$ cat src/rtl/riscv_pipe_ctrl.sv
// Pipeline sequencer: turns hazard, redirect, trap, MUL/DIV and data-memory wait
// conditions into per-register hold (stall) and bubble (flush) controls.
// It also counts stalled cycles (saturating) and releases a hung MDU with a watchdog.
module riscv_pipe_ctrl #(
  parameter int unsigned MDU_TIMEOUT = 64,
  parameter int unsigned CNT_WIDTH   = 32
) (
  input  logic                 clk_i,
  input  logic                 rst_ni,
  input  logic                 hzd_stall_i,
  input  logic                 redirect_i,
  input  logic                 trap_i,
  input  logic                 mdu_start_i,
  input  logic                 mdu_done_i,
  input  logic                 lsu_req_i,
  input  logic                 lsu_ack_i,
  output logic                 stall_pc_o,
  output logic                 stall_if2id_o,
  output logic                 stall_id2ex_o,
  output logic                 stall_ex2mem_o,
  output logic                 flush_if2id_o,
  output logic                 flush_id2ex_o,
  output logic                 flush_ex2mem_o,
  output logic                 flush_mem2wb_o,
  output logic [1:0]           state_o,
  output logic                 mdu_timeout_o,
  output logic [CNT_WIDTH-1:0] stall_cnt_o
);

  localparam int unsigned TimerW = (MDU_TIMEOUT > 2) ? $clog2(MDU_TIMEOUT) : 1;
  localparam logic [TimerW-1:0] TimerLast = TimerW'(MDU_TIMEOUT - 1);

  typedef enum logic [1:0] {
    StRun     = 2'd0,
    StLsuWait = 2'd1,
    StMduWait = 2'd2,
    StFlush   = 2'd3
  } state_e;

  state_e               state_q, state_d;
  logic [TimerW-1:0]    timer_q, timer_d;
  logic [CNT_WIDTH-1:0] stall_cnt_q, stall_cnt_d;

  // State register, MDU watchdog timer and stall counter.
  always_ff @(posedge clk_i or negedge rst_ni) begin
    if (!rst_ni) begin
      state_q     <= StRun;
      timer_q     <= '0;
      stall_cnt_q <= '0;
    end else begin
      state_q     <= state_d;
      timer_q     <= timer_d;
      stall_cnt_q <= stall_cnt_d;
    end
  end

  // Next-state and Mealy stall/flush decode; a flushed register is never also held.
  always_comb begin
    state_d        = state_q;
    timer_d        = timer_q;
    stall_pc_o     = 1'b0;
    stall_if2id_o  = 1'b0;
    stall_id2ex_o  = 1'b0;
    stall_ex2mem_o = 1'b0;
    flush_if2id_o  = 1'b0;
    flush_id2ex_o  = 1'b0;
    flush_ex2mem_o = 1'b0;
    flush_mem2wb_o = 1'b0;
    mdu_timeout_o  = 1'b0;

    unique case (state_q)
      StRun: begin
        if (trap_i) begin
          flush_if2id_o  = 1'b1;
          flush_id2ex_o  = 1'b1;
          flush_ex2mem_o = 1'b1;
          state_d        = StFlush;
        end else if (lsu_req_i && !lsu_ack_i) begin
          stall_pc_o     = 1'b1;
          stall_if2id_o  = 1'b1;
          stall_id2ex_o  = 1'b1;
          stall_ex2mem_o = 1'b1;
          flush_mem2wb_o = 1'b1;
          state_d        = StLsuWait;
        end else if (mdu_start_i && !mdu_done_i) begin
          stall_pc_o     = 1'b1;
          stall_if2id_o  = 1'b1;
          stall_id2ex_o  = 1'b1;
          flush_ex2mem_o = 1'b1;
          timer_d        = '0;
          state_d        = StMduWait;
        end else if (mdu_start_i && mdu_done_i) begin
          // Single-cycle MDU result: nothing to hold.
        end else if (redirect_i) begin
          flush_if2id_o = 1'b1;
          flush_id2ex_o = 1'b1;
        end else if (hzd_stall_i) begin
          stall_pc_o    = 1'b1;
          stall_if2id_o = 1'b1;
          flush_id2ex_o = 1'b1;
        end
      end
      StLsuWait: begin
        if (lsu_ack_i) begin
          state_d = StRun;
        end else begin
          stall_pc_o     = 1'b1;
          stall_if2id_o  = 1'b1;
          stall_id2ex_o  = 1'b1;
          stall_ex2mem_o = 1'b1;
          flush_mem2wb_o = 1'b1;
        end
      end
      StMduWait: begin
        if (mdu_done_i) begin
          state_d = StRun;
        end else if (timer_q == TimerLast) begin
          // Watchdog release: drop the hold so the pipeline can make progress.
          mdu_timeout_o = 1'b1;
          state_d       = StRun;
        end else begin
          stall_pc_o     = 1'b1;
          stall_if2id_o  = 1'b1;
          stall_id2ex_o  = 1'b1;
          flush_ex2mem_o = 1'b1;
          timer_d        = timer_q + TimerW'(1);
        end
      end
      StFlush: begin
        flush_if2id_o = 1'b1;
        state_d       = StRun;
      end
      default: state_d = StRun;
    endcase

    // Controls must stay quiet while reset is held, even though state already reads RUN.
    if (!rst_ni) begin
      stall_pc_o     = 1'b0;
      stall_if2id_o  = 1'b0;
      stall_id2ex_o  = 1'b0;
      stall_ex2mem_o = 1'b0;
      flush_if2id_o  = 1'b0;
      flush_id2ex_o  = 1'b0;
      flush_ex2mem_o = 1'b0;
      flush_mem2wb_o = 1'b0;
      mdu_timeout_o  = 1'b0;
    end
  end

  // Saturating count of cycles in which the PC is held.
  always_comb begin
    stall_cnt_d = stall_cnt_q;
    if (stall_pc_o && (stall_cnt_q != '1)) begin
      stall_cnt_d = stall_cnt_q + CNT_WIDTH'(1);
    end
  end

  assign state_o     = state_q;
  assign stall_cnt_o = stall_cnt_q;

endmodule
$ cat config.mk
export PLATFORM = sky130hd
export DESIGN_NAME = riscv_pipe_ctrl
export DESIGN_NICKNAME = d
export VERILOG_FILES = /design/src/rtl/riscv_pipe_ctrl.sv
export SDC_FILE = /design/constraint.sdc
export NUM_CORES = 1
export LEC_CHECK = 0
export CORE_MARGIN = 1
export CORE_UTILIZATION = 45
export DETAILED_ROUTE_END_ITERATION = 16
export PLACE_DENSITY = 0.72
export RECOVER_POWER = 50
export SLEW_MARGIN = 0
export SYNTH_ARGS = -nofsm -noshare
export SYNTH_HDL_FRONTEND = slang
export SYNTH_SLANG_ARGS = --single-unit
$ cat constraint.sdc
create_clock -name clk_i -period 4.05 [get_ports clk_i]
set_clock_uncertainty 0.2 [all_clocks]
set_input_delay 0.81 -clock clk_i [delete_from_list [all_inputs] [get_ports clk_i]]
set_output_delay 0.81 -clock clk_i [all_outputs]
set_load 0.005 [all_outputs]
## After elaboration in Yosys (flattened, before gate mapping)

Cells that the tools add are included.

| word-level totals | value |
|---|---|
| register bits | 40 |
| input bits | 9 |
| output and inout bits | 43 |
| logic and storage cells | 83 |

| cells by class | value |
|---|---|
| add/sub/neg operators | 2 |
| eq/ne operators | 13 |
| multiplexer cells | 55 |
| reduce and logical (&&, ||, !) cells | 10 |

Operators by type and width:

| operator | number |
|---|---|
| 2-to-1 mux 1 bit | 37 |
| adder 32 x 1 -> 32 bit, second input constant | 1 |
| inequality test 32 bit, second input constant | 1 |
| 2-to-1 mux 6 bit | 5 |
| 2-to-1 mux 2 bit | 6 |
| inequality test 2 bit, second input constant | 6 |
| one-hot mux 6 bit (2 select lines) | 1 |
| one-hot mux 2 bit (4 select lines) | 1 |
| adder 6 x 1 -> 6 bit, second input constant | 1 |
| == test 6 bit, second input constant | 1 |
| one-hot mux 1 bit (2 select lines) | 3 |
| one-hot mux 1 bit (3 select lines) | 2 |
| AND reduction 6 bit | 1 |
| == test 2 bit, second input constant | 2 |
| logical AND 1 bit | 4 |
| inequality test 4 bit, second input constant | 1 |
| inequality test 3 bit, second input constant | 1 |
| AND reduction 3 bit | 1 |
| == test 2 x 1 -> 1 bit, second input constant | 1 |
| logical NOT 1 bit | 2 |
| logical NOT 2 bit | 1 |
| nonzero test 2 bit | 1 |

## Logic depth before layout (Yosys ltp)

| logic depth | value |
|---|---|
| depth after elaboration | 9 |
| gate-level depth with buffers | 9 |
| mapped depth without buffers | 7 |

## Least setup slack after synthesis

No wires, ideal clock.

| path | value |
|---|---|
| kind | input to output |
| start | input port lsu_req_i |
| end | output port stall_pc_o |
| arrival time | 2160 ps |
| required time | 3040 ps |
| setup slack | 880 ps |
| stages on the path | 7 |
| buffers on the path | 3 |
| cells stage by stage | nor2b_1 -> clkbuf_1 -> o31a_1 -> o311ai_4 -> buf_2 -> inv_1 -> buf_4 |

| on the way | value |
|---|---|
| cells in the longest elaborated chain, start to end | 5 |

Ends and longest elaborated chain:

| item | line | text |
|---|---|---|
| from (decl) | 15 | `input logic lsu_req_i,` |
| logical AND 1 bit | 78 | `end else if (lsu_req_i && !lsu_ack_i) begin` |
| 2-to-1 mux 1 bit (2 in series) | - |  |
| one-hot mux 1 bit (3 select lines) | - |  |
| 2-to-1 mux 1 bit | - |  |
| to (decl) | 17 | `output logic stall_pc_o,` |

Every way passes these cells.

## Worst setup path in the final report

| path | value |
|---|---|
| start | input port lsu_req_i |
| end | output port stall_pc_o |

| on the way | value |
|---|---|
| cells in the longest elaborated chain, start to end | 5 |

Ends and longest elaborated chain:

| item | line | text |
|---|---|---|
| logical AND 1 bit | 78 |  |
| 2-to-1 mux 1 bit | 78 |  |
| 2-to-1 mux 1 bit | 73 | `if (trap_i) begin` |
| one-hot mux 1 bit (3 select lines) | 71 | `unique case (state_q)` |
| 2-to-1 mux 1 bit | 137 | `if (!rst_ni) begin` |

Every way passes these cells.

==> out/summary.json <==
{
  "yosys": {
    "synth.net_count": 266,
    "syn-mean-instance-area_um2": 9.474,
    "synth_enable_flop_cells": 0,
    "yosys_register_bits": 40,
    "synth_area_um2": 2369,
    "yosys_warnings": 0,
    "synth-seq-area-share": 0.4226,
    "synth_cell_type_count": 47,
    "dominantRegCellSynth": "dfrtp_1",
    "syn_inst": 250,
    "async_reset_ff_frac": 1.000
  },
  "timing": {
    "tns_ns": 0,
    "final_hold_fails": 0,
    "rsz_0062_raised_after_global_routing": "no",
    "setup_violation_total_in_the_final_timing_report": 0,
    "timing.final.crit_share": 0.9189,
    "max_slew_margin": 0.3435,
    "timing.final.max_slew_violations": 0,
    "clock.fmax_ghz": 0.2687,
    "timing.hold.ws_ns": 0.2933,
    "min_period_ns": 3.721,
    "worst_slew_pin_slew_ns": 0.9847
  },
  "floorplanning": {
    "die_x_um": 74.55,
    "die_area_um2": 5558,
    "fp-row-count": 26,
    "coreArea_um2": 5075,
    "die_y_um": 74.55,
    "initial_util": 0.4667,
    "i_o_pin_count": 52
  },
  "global_route": {
    "antenna_found_initial": 0,
    "grt.total_usage": 0.1950,
    "pin_count_of_the_biggest_net_entering_global_routing": 32,
    "grtUsageMet2": 0.3253,
    "global_route_wire_length_before_repair_mm": 8.397,
    "layer_carrying_the_most_global_route_usage": "met2",
    "grt_overflow_total": 0,
    "globalRouteMet1Util": 0.2532,
    "vias_in_the_first_global_route": 1890,
    "global_route.usage.met3": 0.04065
  },
  "route": {
    "post_drt_via_cell_ratio": 5.327,
    "drt_pre_antenna_iters": 4,
    "vias": 1971,
    "drcViolationCount": 0,
    "dr.first_iter.drc_count": 56,
    "wl_per_cell_um": 13.31,
    "drt_wl_total_mm": 4.925,
    "antenna_violating_nets_post_route": 0
  },
  "cells_and_area": {
    "n_antenna_cell": 0,
    "area.growth.synth_to_final_pct": 27.31,
    "layout-drive-gt1-share": 0.07333,
    "layout.filler_cells": 477,
    "sequential_standard_cell_area_um2": 1001,
    "area_of_the_multi_input_gates_um2": 1255,
    "final_net_count": 315
  },
  "critical_path": {
    "critical_path_class": "in -> out",
    "critical_path_fanouts_max": 9,
    "cp-end-kind": "primary output",
    "crit_arrival_ns": 2.71,
    "worstSetupStartpointType": "input pin",
    "ff2ff_path_depth": 6,
    "ff2ff_setup_slack_ns": 1.32,
    "timing.critical_path.required_ns": 3.04
  },
  "clocking": {
    "htreeDepth": 2,
    "clock-sinks": 40,
    "cts_root_buf": "clkbuf_8",
    "tritoncts": "done",
    "clk_pin_slew_ns": 0.08,
    "ctsLongestPathBuffers": 2,
    "numCtsBuffers": 5,
    "post_cts_resized": 0,
    "postCtsSetupRepairBufs": 0,
    "clock_insertion_delay_worst_skew_ns": 0.29,
    "cts_hold_buf": 0
  },
  "min_path": {
    "min-delay-path-class": "reg -> reg",
    "hold_depth": 1
  },
  "place": {
    "detailedPlacementHpwl_mm": 3.609,
    "numPortBuffers": 51,
    "finalWeightedCongestion": 0.8231
  },
  "power": {
    "p_leak_uw": 0.001393,
    "power.density_nw_per_um2": 404.4,
    "ir_worst_vdd_mv": 0.2587
  },
  "outcome": {
    "outcome": "finished clean"
  },
  "flow_run": {
    "max_cap_violations": 0
  }
}
-- state kept, by name, indices dropped and copies added, names as in the netlist --
register     flops
state_o          2
timer_q          6
stall_cnt_o     32
-- cell usage after synthesis (7+ instances only) --
master	instances	area (um2)
inv_1	12	45.04
nand2_1	23	86.33
a21oi_1	7	35.03
xor2_1	28	245.2
nor4_1	9	56.30
nor2b_1	7	43.79
nand3_1	15	75.07
dfrtp_1	40	1001
nor2_1	10	37.54
ha_1	7	87.58
nor3_1	16	80.08
o21ai_0	8	40.04
-- per-layer routing --
layer | part of all wire | up-vias | routed length [um]
met1 | 0.47 | 925 | 2338
met3 | 0.040 | 8 | 199
met2 | 0.47 | 53 | 2305
met5 | 0 | - | 0
met4 | 0.017 | 0 | 82
li1 | - | 985 | -
-- worst max-delay path: stages --
cell,delay (ns)
clkdlybuf4s50_1,0.45
nor2b_1,0.44
o31a_1,0.29
o311ai_4,0.11
inv_1,0.12
clkdlybuf4s50_1,0.50
-- per-stage QoR --
stage	power [uW]	setup WS [ns]	utilization	std cells	cell area [um2]
floorplan	743.3	0.8804	-	250	2369
finish	1220	0.3285	0.5942	370	3015
global placement	906.5	0.3988	0.5747	362	2917
detailed placement	915.4	0.3611	0.5747	362	2917
CTS	1236	0.3318	0.5959	370	3024
global route	1303	0.2051	0.5942	370	3015
-- where the power goes --
group          switching [uW]  internal [uW]  leakage, uW
sequential               60.9            443     0.000537
combinational             199            196     0.000801
clock                     138            183    0.0000552
-- logic make-up after synthesis --
family / synth area share
flip-flops: 0.4226
buffers and inverters: 0.04754
multiplexers: 0.009508
AO/OA/AOI/OAI: 0.1051
adder cells (fa/ha/maj): 0.03698
XOR/XNOR: 0.1109
AND/OR/NAND/NOR: 0.2673
-- path summary, 6_finish.rpt --
kind                                  from              end
min                        stall_cnt_o[25]  stall_cnt_o[25]
max in group asynchronous           rst_ni  stall_cnt_o[20]
min reg2reg                stall_cnt_o[25]  stall_cnt_o[25]
min in group asynchronous           rst_ni       timer_q[5]
max                              lsu_req_i       stall_pc_o
max reg2reg                 stall_cnt_o[0]   stall_cnt_o[1]
-- cells in the final DEF (no fill, tap or decap), drive strengths merged, types with 2 or more instances in the layout --
master	n
o21ai	8
a22o	3
o41ai	2
nor3	21
nor4	9
dfrtp	40
or3	2
clkbuf	9
clkdlybuf4s50	29
nor3b	3
a21oi	7
o31ai	2
mux2	2
nor2b	7
nand2b	4
xor2	28
dlygate4sd3	21
nand2	23
xnor2	2
nor2	10
nand4	7
and3	4
and4	2
ha	7
nand3	15
inv	12
or2	2
-- area by class of cell --
cell class,count,area share
Clock buffer,6,0.02407
Clock inverter,2,0.01162
Inverter,12,0.01494
Multi-Input combinational cell,186,0.4162
Sequential cell,40,0.3320
Tap cell,70,0.02905
Timing Repair Buffer,54,0.1722
(Power assumes the default switching activity.)
